===== src/rtl/au8_sequencer.sv =====
`default_nettype none
// ============================================================================
// Module   : au8_sequencer
// Purpose  : Sequences an external 8-bit arithmetic unit through byte passes to
//            perform 16-bit ADD/SUB/INC/DEC and an 8x8 shift-add multiply.
// Revision : 1.0 - initial release
// ============================================================================
module au8_sequencer (
    input  logic        clk,
    input  logic        rst,
    input  logic        start,
    input  logic [2:0]  op,
    input  logic [15:0] a,
    input  logic [15:0] b,
    output logic        busy,
    output logic        done,
    output logic        err,
    output logic [15:0] result,
    output logic        carry,
    output logic        au_sel1,
    output logic        au_sel0,
    output logic        au_cin,
    output logic [7:0]  au_x,
    output logic [7:0]  au_y,
    input  logic [7:0]  au_f,
    input  logic        au_cout
);

    localparam logic [2:0] c_ST_IDLE = 3'd0;
    localparam logic [2:0] c_ST_LO   = 3'd1;
    localparam logic [2:0] c_ST_HI   = 3'd2;
    localparam logic [2:0] c_ST_MUL  = 3'd3;
    localparam logic [2:0] c_ST_DONE = 3'd4;

    localparam logic [2:0] c_OP_ADD = 3'd0;
    localparam logic [2:0] c_OP_SUB = 3'd1;
    localparam logic [2:0] c_OP_INC = 3'd2;
    localparam logic [2:0] c_OP_DEC = 3'd3;
    localparam logic [2:0] c_OP_MUL = 3'd4;

    logic [2:0]  r_state;
    logic [2:0]  r_op;
    logic [15:0] r_a;
    logic [15:0] r_b;
    logic        r_c_lo;
    logic [2:0]  r_cnt;
    logic [7:0]  r_acc_hi;
    logic [7:0]  r_acc_lo;
    logic [7:0]  r_mcand;
    logic        r_err;
    logic [15:0] r_result;
    logic        r_carry;

    logic [7:0]  w_mul_hi;
    logic [7:0]  w_mul_lo;

    assign busy   = (r_state != c_ST_IDLE);
    assign done   = (r_state == c_ST_DONE);
    assign err    = r_err;
    assign result = r_result;
    assign carry  = r_carry;

    // Shift the partial product right by one, unit carry-out becomes the new MSB.
    assign w_mul_hi = {au_cout, au_f[7:1]};
    assign w_mul_lo = {au_f[0], r_acc_lo[7:1]};

    always_comb begin
        au_sel1 = 1'b0;
        au_sel0 = 1'b0;
        au_cin  = 1'b0;
        au_x    = 8'h00;
        au_y    = 8'h00;
        case (r_state)
            c_ST_LO: begin
                au_x = r_a[7:0];
                au_y = r_b[7:0];
                case (r_op)
                    c_OP_ADD: au_sel0 = 1'b1;
                    c_OP_SUB: au_sel1 = 1'b1;
                    c_OP_INC: au_cin  = 1'b1;
                    c_OP_DEC: begin
                        au_sel1 = 1'b1;
                        au_sel0 = 1'b1;
                    end
                    default: ;
                endcase
            end
            c_ST_HI: begin
                au_x = r_a[15:8];
                au_y = r_b[15:8];
                case (r_op)
                    c_OP_ADD: begin
                        au_sel0 = 1'b1;
                        au_cin  = r_c_lo;
                    end
                    c_OP_SUB: begin
                        au_sel1 = 1'b1;
                        au_cin  = ~r_c_lo;
                    end
                    c_OP_INC: au_cin = r_c_lo;
                    // A low-byte carry means no borrow: pass the high byte through.
                    c_OP_DEC: begin
                        au_sel1 = ~r_c_lo;
                        au_sel0 = ~r_c_lo;
                    end
                    default: ;
                endcase
            end
            c_ST_MUL: begin
                au_x    = r_acc_hi;
                au_y    = r_mcand;
                au_sel0 = r_acc_lo[0];
            end
            default: ;
        endcase
    end

    always_ff @(posedge clk) begin
        if (rst) begin
            r_state  <= c_ST_IDLE;
            r_op     <= 3'd0;
            r_a      <= 16'h0000;
            r_b      <= 16'h0000;
            r_c_lo   <= 1'b0;
            r_cnt    <= 3'd0;
            r_acc_hi <= 8'h00;
            r_acc_lo <= 8'h00;
            r_mcand  <= 8'h00;
            r_err    <= 1'b0;
            r_result <= 16'h0000;
            r_carry  <= 1'b0;
        end else begin
            case (r_state)
                c_ST_IDLE: begin
                    if (start) begin
                        r_op  <= op;
                        r_a   <= a;
                        r_b   <= b;
                        r_err <= 1'b0;
                        if (op <= c_OP_DEC) begin
                            r_state <= c_ST_LO;
                        end else if (op == c_OP_MUL) begin
                            r_cnt    <= 3'd0;
                            r_acc_hi <= 8'h00;
                            r_acc_lo <= a[7:0];
                            r_mcand  <= b[7:0];
                            r_state  <= c_ST_MUL;
                        end else begin
                            r_err    <= 1'b1;
                            r_result <= 16'h0000;
                            r_carry  <= 1'b0;
                            r_state  <= c_ST_DONE;
                        end
                    end
                end
                c_ST_LO: begin
                    r_result[7:0] <= au_f;
                    r_c_lo        <= au_cout;
                    r_state       <= c_ST_HI;
                end
                c_ST_HI: begin
                    r_result[15:8] <= au_f;
                    r_carry        <= ((r_op == c_OP_DEC) && r_c_lo) ? 1'b1 : au_cout;
                    r_state        <= c_ST_DONE;
                end
                c_ST_MUL: begin
                    r_acc_hi <= w_mul_hi;
                    r_acc_lo <= w_mul_lo;
                    r_cnt    <= r_cnt + 3'd1;
                    if (r_cnt == 3'd7) begin
                        r_result <= {w_mul_hi, w_mul_lo};
                        r_carry  <= 1'b0;
                        r_state  <= c_ST_DONE;
                    end
                end
                c_ST_DONE: r_state <= c_ST_IDLE;
                default:   r_state <= c_ST_IDLE;
            endcase
        end
    end

endmodule
`default_nettype wire


===== config.mk =====
export PLATFORM = sky130hd
export DESIGN_NAME = au8_sequencer
export DESIGN_NICKNAME = d
export VERILOG_FILES = /design/src/rtl/au8_sequencer.sv
export SDC_FILE = /design/constraint.sdc
export NUM_CORES = 1
export LEC_CHECK = 0
export ABC_AREA = 1
export ABC_CLOCK_PERIOD_IN_PS = 1600
export BUFFER_PORTS_ARGS = -buffer_cell sky130_fd_sc_hd__buf_2
export CORE_ASPECT_RATIO = 2
export CORE_UTILIZATION = 49
export CTS_CLUSTER_DIAMETER = 50
export CTS_CLUSTER_SIZE = 16
export DETAILED_ROUTE_END_ITERATION = 10
export PLACE_DENSITY = 0.79
export SLEW_MARGIN = 20
export SYNTH_ARGS = -nofsm -noshare
export SYNTH_HDL_FRONTEND = slang
export SYNTH_SLANG_ARGS = --single-unit

===== constraint.sdc =====
create_clock -name clk -period 1.6 [get_ports clk]
set_input_delay 0.32 -clock clk [delete_from_list [all_inputs] [get_ports clk]]
set_output_delay 0.32 -clock clk [all_outputs]
set_load 0.02 [all_outputs]

==> run_results.csv, run 1 <==
group,metric,value,unit
outcome,status,"complete, but fails checks",
outcome,violations,"negative setup slack",
setup_path,reg2reg_depth,9,
routing,drt_iter0_drc,366,
floorplan,start_util,0.508,
timing,timing.final.crit_period,1.96,ns
place,hpwl,7.75,mm
routing,firstDrtPassIters,5,
setup_path,r2r_start,"r_state[0]",
min_path,hold_path_depth,3,
synthesis,ys_types,28,
clock_network,htree_levels,3,
timing,min_period_over_period,1.23,
timing,rsz0062_at_grt,"yes",
synthesis,seq_area_frac_synth,0.413,
power_and_ir_drop,p_leak,2.74,nW
clock_network,cts_buffers,9,
setup_path,path_class,"reg2out",
timing,slew_headroom,0.737,
clock_network,cts_tree,"yes",
place,dp_cells,761,
clock_network,clkTransAtPathRegs,0.07,ns
setup_path,cp-start-kind,"flip-flop",
timing,finClkSkew,0.00674,ns
clock_network,clk_latency,0.35,ns
floorplan,pin_count,86,
synthesis,syn-mean-instance-area,6.84,um2
routing,wl_per_cell,18.1,um
layout,area.growth.synth_to_final,49.6,%
setup_path,worst-path-max-fanout,14,
synthesis,netlist.top_cell.by_area,"dfxtp_1",
power_and_ir_drop,power.density,1130,nW/um2
clock_network,cts_buffer_depth,2,
floorplan,dieArea,8690,um2
min_path,min-delay-start,"b[10]",
place,numPortBuffers,85,
global_routing,grt_pass1_vias,4159,
power_and_ir_drop,max-vdd-ir-drop,0.000841,V
timing,whs,0.197,ns
timing,worstMarginPinSlew,0.393,ns
min_path,min_path_type,"in2reg",
setup_path,crit_path_start,"r_state[2]",
global_routing,grt_pass1_wl,18.9,mm
layout,drive_above_1_share,0.374,
synthesis,yosys_warnings,0,
synthesis,synth_top_area_share,0.413,
global_routing,grt_max_degree,53,
timing,fin_ws,-0.361,ns
routing,ant_nets,0,
layout,fin_cells,815,
timing,slew_violations,0,
setup_path,crit_required,1.28,ns
setup_path,crit_path_end_kind,"output port",
synthesis,ys_ff_latch,84,
routing,post_drt_via_cell_ratio,5.69,
clock_network,cts-root-buf,"clkbuf_16",
layout,fillCellCount,505,
setup_path,arrival,1.64,ns
floorplan,rows,46,
global_routing,antenna_found_initial,0,
global_routing,gr-total-overflow,0,
synthesis,synth_most_common_cell,"nor2_1",
global_routing,grtUsageTotal,0.289,
synthesis,synthTopCellsByCount,"nor2_1, nand2_1, dfxtp_1, inv_1, o21ai_0",
place,place_ws,-0.0715,ns
place,gp_congestion,0.918,
timing,fmax,510,MHz
floorplan,die_y,131,um
floorplan,design.core.area,8000,um2
routing,vias,4636,
floorplan,dieWidth,66.4,um
synthesis,synth_edf_count,0,
synthesis,synth-async-reset-ratio,0,
flow_run,cap_violations,0,
synthesis,synth-main-ff-cell,"dfxtp_1",
timing,tns,-9.25,ns
synthesis,synth_nets,644,
layout,final_net_count,763,
timing,final_hold_viol_count,0,
timing,setup_viol,78,
synthesis,synth_area,4070,um2
clock_network,clock_sinks,84,
synthesis,synthCells,595,
synthesis,synthTopCellsByArea,"dfxtp_1, nor2_1, nand2_1",
routing,drc,0,
layout,num_antenna_cells,0,
routing,finalWirelength,14.7,mm
layout by cell type (no fill, tap or decap), drive strengths merged, types with 2 or more instances in the layout:
| cell | netlist | final |
|---|---|---|
| buf | 26 | 133 |
| o221ai | 13 | 13 |
| nor2 | 144 | 144 |
| clkbuf | 7 | 13 |
| bufinv | 0 | 2 |
| ha | 2 | 2 |
| o21ai | 51 | 51 |
| nand2 | 105 | 108 |
| dfxtp | 84 | 84 |
| clkinv | 0 | 3 |
| inv | 74 | 77 |
| o211ai | 4 | 4 |
| a21oi | 47 | 47 |
| nand3 | 34 | 34 |
logic make-up after synthesis:
kind of cell	after synthesis	share of synthesized area
and+or+nand+nor	284	0.296
AOI/OAI and AO/OA	118	0.161
buffers and inverters	107	0.123
DFF	84	0.413
adders and majority gates	2	0.00615
through the flow:
| stage | util | total power, mW | cell area [um2] |
|---|---|---|---|
| 6_report | 0.761 | 6.90 | 6090 |
| 5_1_grt | 0.761 | 7.13 | 6090 |
| 4_1_cts | 0.682 | 6.37 | 5450 |
| 3_5_place_dp | 0.597 | 3.90 | 4780 |
| 3_3_place_gp | 0.597 | 3.84 | 4780 |
| 2_1_floorplan | - | 3.52 | 4280 |
repair_timing:
action                                  CTS  global route
gates resized for setup                  66           139
endpoints found under the hold margin     0             0
hold buffers                              0             0
cloned                                    2             8
endpoints found under the setup margin   28            85
buffers inserted                         12            20
pin swaps                                 3            13
layout make-up:
cell class                 count  area (um2)  area share
tap                           96         120      0.0197
multi-input combinational    407        2460       0.404
timing repair buffer         135        1130       0.185
timing repair inverter         3        33.8     0.00555
clock inverter                 5        82.6      0.0136
inverter                      74         318      0.0522
sequential                    84        1690       0.278
clock buffer                  11         253      0.0415
report_power, final:
part	total, mW	internal, mW	leakage (nW)	switching (mW)
Clock	2.36	1.46	0.166	0.902
Combinational	2.06	0.796	1.88	1.26
Sequential	2.48	2.34	0.692	0.148
flip-flops by register name (all words and copies together) (netlist names), 8 cells and up:
name / cells
r_acc_lo: 8
result: 16
r_b: 16
r_a: 16
r_mcand: 8
r_acc_hi: 8
worst max-delay path, stage by stage (launching register included):
cell and delay [ns]:
dfxtp_2 0.34, inv_4 0.08, buf_6 0.10, nand3_4 0.11
buf_12 0.18, o211ai_1 0.25, buf_4 0.20
layer usage:
| metal | wire [um] | global-route usage | part of all wire |
|---|---|---|---|
| met1 | 4980 | 0.296 | 0.34 |
| met2 | 8080 | 0.519 | 0.55 |
| met3 | 793 | 0.0634 | 0.054 |
| met4 | 890 | 0.175 | 0.060 |
| met5 | 0 | 0 | 0 |
final timing paths:
check	endpoint	slack [ns]
max reg2reg	r_a[5]	-0.13
min reg2reg	carry	0.47
max	au_x[5]	-0.36
min	r_b[10]	0.20
Note: power is estimated with default switching activity, not from simulation.
==> run 2: changes to the inputs <==
--- a/config.mk
+++ b/config.mk
@@ -8,7 +8,6 @@
 export ABC_AREA = 1
 export ABC_CLOCK_PERIOD_IN_PS = 1600
 export BUFFER_PORTS_ARGS = -buffer_cell sky130_fd_sc_hd__buf_2
-export CORE_ASPECT_RATIO = 2
 export CORE_UTILIZATION = 49
 export CTS_CLUSTER_DIAMETER = 50
 export CTS_CLUSTER_SIZE = 16
==> run 2 against run 1 <==
- the run still ends with negative setup slack left
- global-route usage grew 0.79 points
- utilization up 0.91 points
- clock power decreased by 24%
- fmax shrank 2.3%
- via count up 1.0%
- first-iteration DRC count increased by 14%
- clock skew grew 0.0053 ns
- clock-buffer cell count down 2
- register-to-register slack hardly changed
- sequential share of layout area up 0.084 points
- critical path depth is the same
- critical endpoint is now au_x[4]
- largest cell class unchanged
- largest power group unchanged
- highest routed layer unchanged
==> run_results.csv, run 2 (synthesis gave the netlist of run 1 again) <==
group,metric,value,unit
outcome,status,"complete, but fails checks",
outcome,violations,"negative setup slack",
setup_path,crit_path_end_kind,"output port",
routing,wl_per_cell,18.0,um
power_and_ir_drop,pwr-share-comb,0.325,
timing,rsz0062_at_grt,"yes",
routing,drt_iter0_drc,418,
layout,area.growth.synth_to_final,49.3,%
routing,firstDrtPassIters,7,
floorplan,pin_count,86,
clock_network,cts_buffers,9,
timing,min_period_over_period,1.26,
layout,layout_commonest_cell,"nor2_1",
flow_run,cap_violations,0,
layout,num_antenna_cells,0,
clock_network,htree_levels,3,
timing,slew_violations,0,
routing,post_drt_via_cell_ratio,5.75,
floorplan,rows,32,
setup_path,path_class,"reg2out",
layout,fillCellCount,505,
floorplan,dieWidth,93.1,um
clock_network,holdBufCountCts,0,
place,place_ws,-0.0652,ns
timing,finClkSkew,0.0120,ns
clock_network,cts_tree,"yes",
clock_network,clock_sinks,84,
layout,final_cell_mix,"nor2_1, dfxtp_1, nand2_1",
clock_network,cts_buffer_depth,2,
timing,timing.final.crit_period,2.01,ns
place,numPortBuffers,85,
timing,fin_ws,-0.408,ns
power_and_ir_drop,p_leak,2.75,nW
setup_path,worst-path-max-fanout,9,
floorplan,design.core.area,7890,um2
clock_network,clk_latency,0.37,ns
routing,finalWirelength,14.7,mm
timing,slew_headroom,0.664,
layout,final_net_count,757,
routing,ant_nets,0,
layout,final_util,0.770,
global_routing,gr-total-overflow,0,
global_routing,grt_max_degree,80,
setup_path,crit_slowest_cell,"dfxtp_4",
floorplan,dieArea,8670,um2
timing,setup_viol,61,
setup_path,arrival,1.69,ns
clock_network,cts-root-buf,"clkbuf_8",
setup_path,cpPeakStageDelay,0.38,ns
power_and_ir_drop,p_sw,2.30,mW
power_and_ir_drop,p_int,4.05,mW
timing,fmax,498,MHz
global_routing,grt_pass1_wl,20.0,mm
place,hpwl,7.44,mm
routing,drc,0,
setup_path,crit_chain,"inv_6, buf_6, nand3_4, buf_12, o211ai_1, buf_4",
clock_network,clkTransAtPathRegs,0.10,ns
power_and_ir_drop,max-vdd-ir-drop,0.000560,V
power_and_ir_drop,power.density,1040,nW/um2
power_and_ir_drop,p_seq_frac,0.392,
power_and_ir_drop,clock_power_share,0.283,
timing,final_hold_viol_count,0,
timing,tns,-8.42,ns
power_and_ir_drop,swShare,0.362,
global_routing,grtUsageTotal,0.297,
setup_path,r2r_slack,-0.12,ns
place,gp_congestion,0.912,
floorplan,die_y,93.1,um
min_path,min_path_type,"in2reg",
setup_path,crit_required,1.28,ns
layout,drive_above_1_share,0.376,
setup_path,cp-start-kind,"flip-flop",
routing,vias,4684,
global_routing,grt_pass1_vias,4279,
floorplan,start_util,0.516,
global_routing,antenna_found_initial,0,
timing,worstMarginPinSlew,0.501,ns
-- run 2: what timing repair did --
item | CTS | global route
setup endpoints to repair | 32 | 84
cloned | 4 | 5
gates resized for setup | 80 | 131
pin swaps | 5 | 19
buffers inserted | 15 | 11
-- run 2: path summary, 6_finish.rpt --
check,from,end,cells past startpoint
setup / recovery,r_state[2],au_x[4],6
hold / removal,a[15],r_a[15],3
setup reg to reg,r_state[0],r_a[0],9
hold reg to reg,r_a[7],r_a[7],2
-- run 2: worst max-delay path, delay by kind of cell (launching register included) --
kind | cells | cell delay (ns)
AOI/OAI and AO/OA | 1 | 0.18
buffers and inverters | 4 | 0.58
DFF | 1 | 0.38
and+or+nand+nor | 1 | 0.16
-- run 2: layer usage --
metal | part of all wire | vias up | wire length [um] | global-route usage
li1 | - | 2121 | - | -
met1 | 0.37 | 2183 | 5470 | 0.370
met2 | 0.50 | 297 | 7310 | 0.496
met3 | 0.081 | 83 | 1190 | 0.0610
met4 | 0.047 | 0 | 688 | 0.127
met5 | 0 | - | 0 | 0
-- run 2: through the flow --
| step | power [mW] | hold slack [ns] | std cells | cell area [um2] |
|---|---|---|---|---|
| 6_report | 6.35 | 0.168 | 815 | 6070 |
| 3_3_place_gp | 3.84 | 0.442 | 765 | 4780 |
| 2_1_floorplan | 3.52 | 0.389 | 595 | 4280 |
| 3_5_place_dp | 3.89 | 0.448 | 765 | 4780 |
| 5_1_grt | 6.61 | 0.175 | 815 | 6070 |
| 4_1_cts | 5.85 | 0.167 | 800 | 5520 |
-- run 2: final cells by class --
cell class                 count  area, um2  area share
timing repair buffer         132       1170       0.192
inverter                      74        319      0.0525
clock buffer                   9        124      0.0204
multi-input combinational    406       2520       0.416
timing repair inverter         1       11.3     0.00185
sequential                    84       1690       0.279
tap                          102        128      0.0210
clock inverter                 7        105      0.0173
-- run 2: power groups by stage --
| stage | registers, mW | logic [mW] | clock network, mW |
|---|---|---|---|
| 6_report | 2.49 | 2.06 | 1.79 |
| 3_3_place_gp | 2.48 | 1.35 | 0 |
| 4_1_cts | 2.46 | 1.61 | 1.78 |
| 5_1_grt | 2.51 | 2.21 | 1.89 |
| 3_5_place_dp | 2.50 | 1.39 | 0 |
| 2_1_floorplan | 2.56 | 0.959 | 0 |
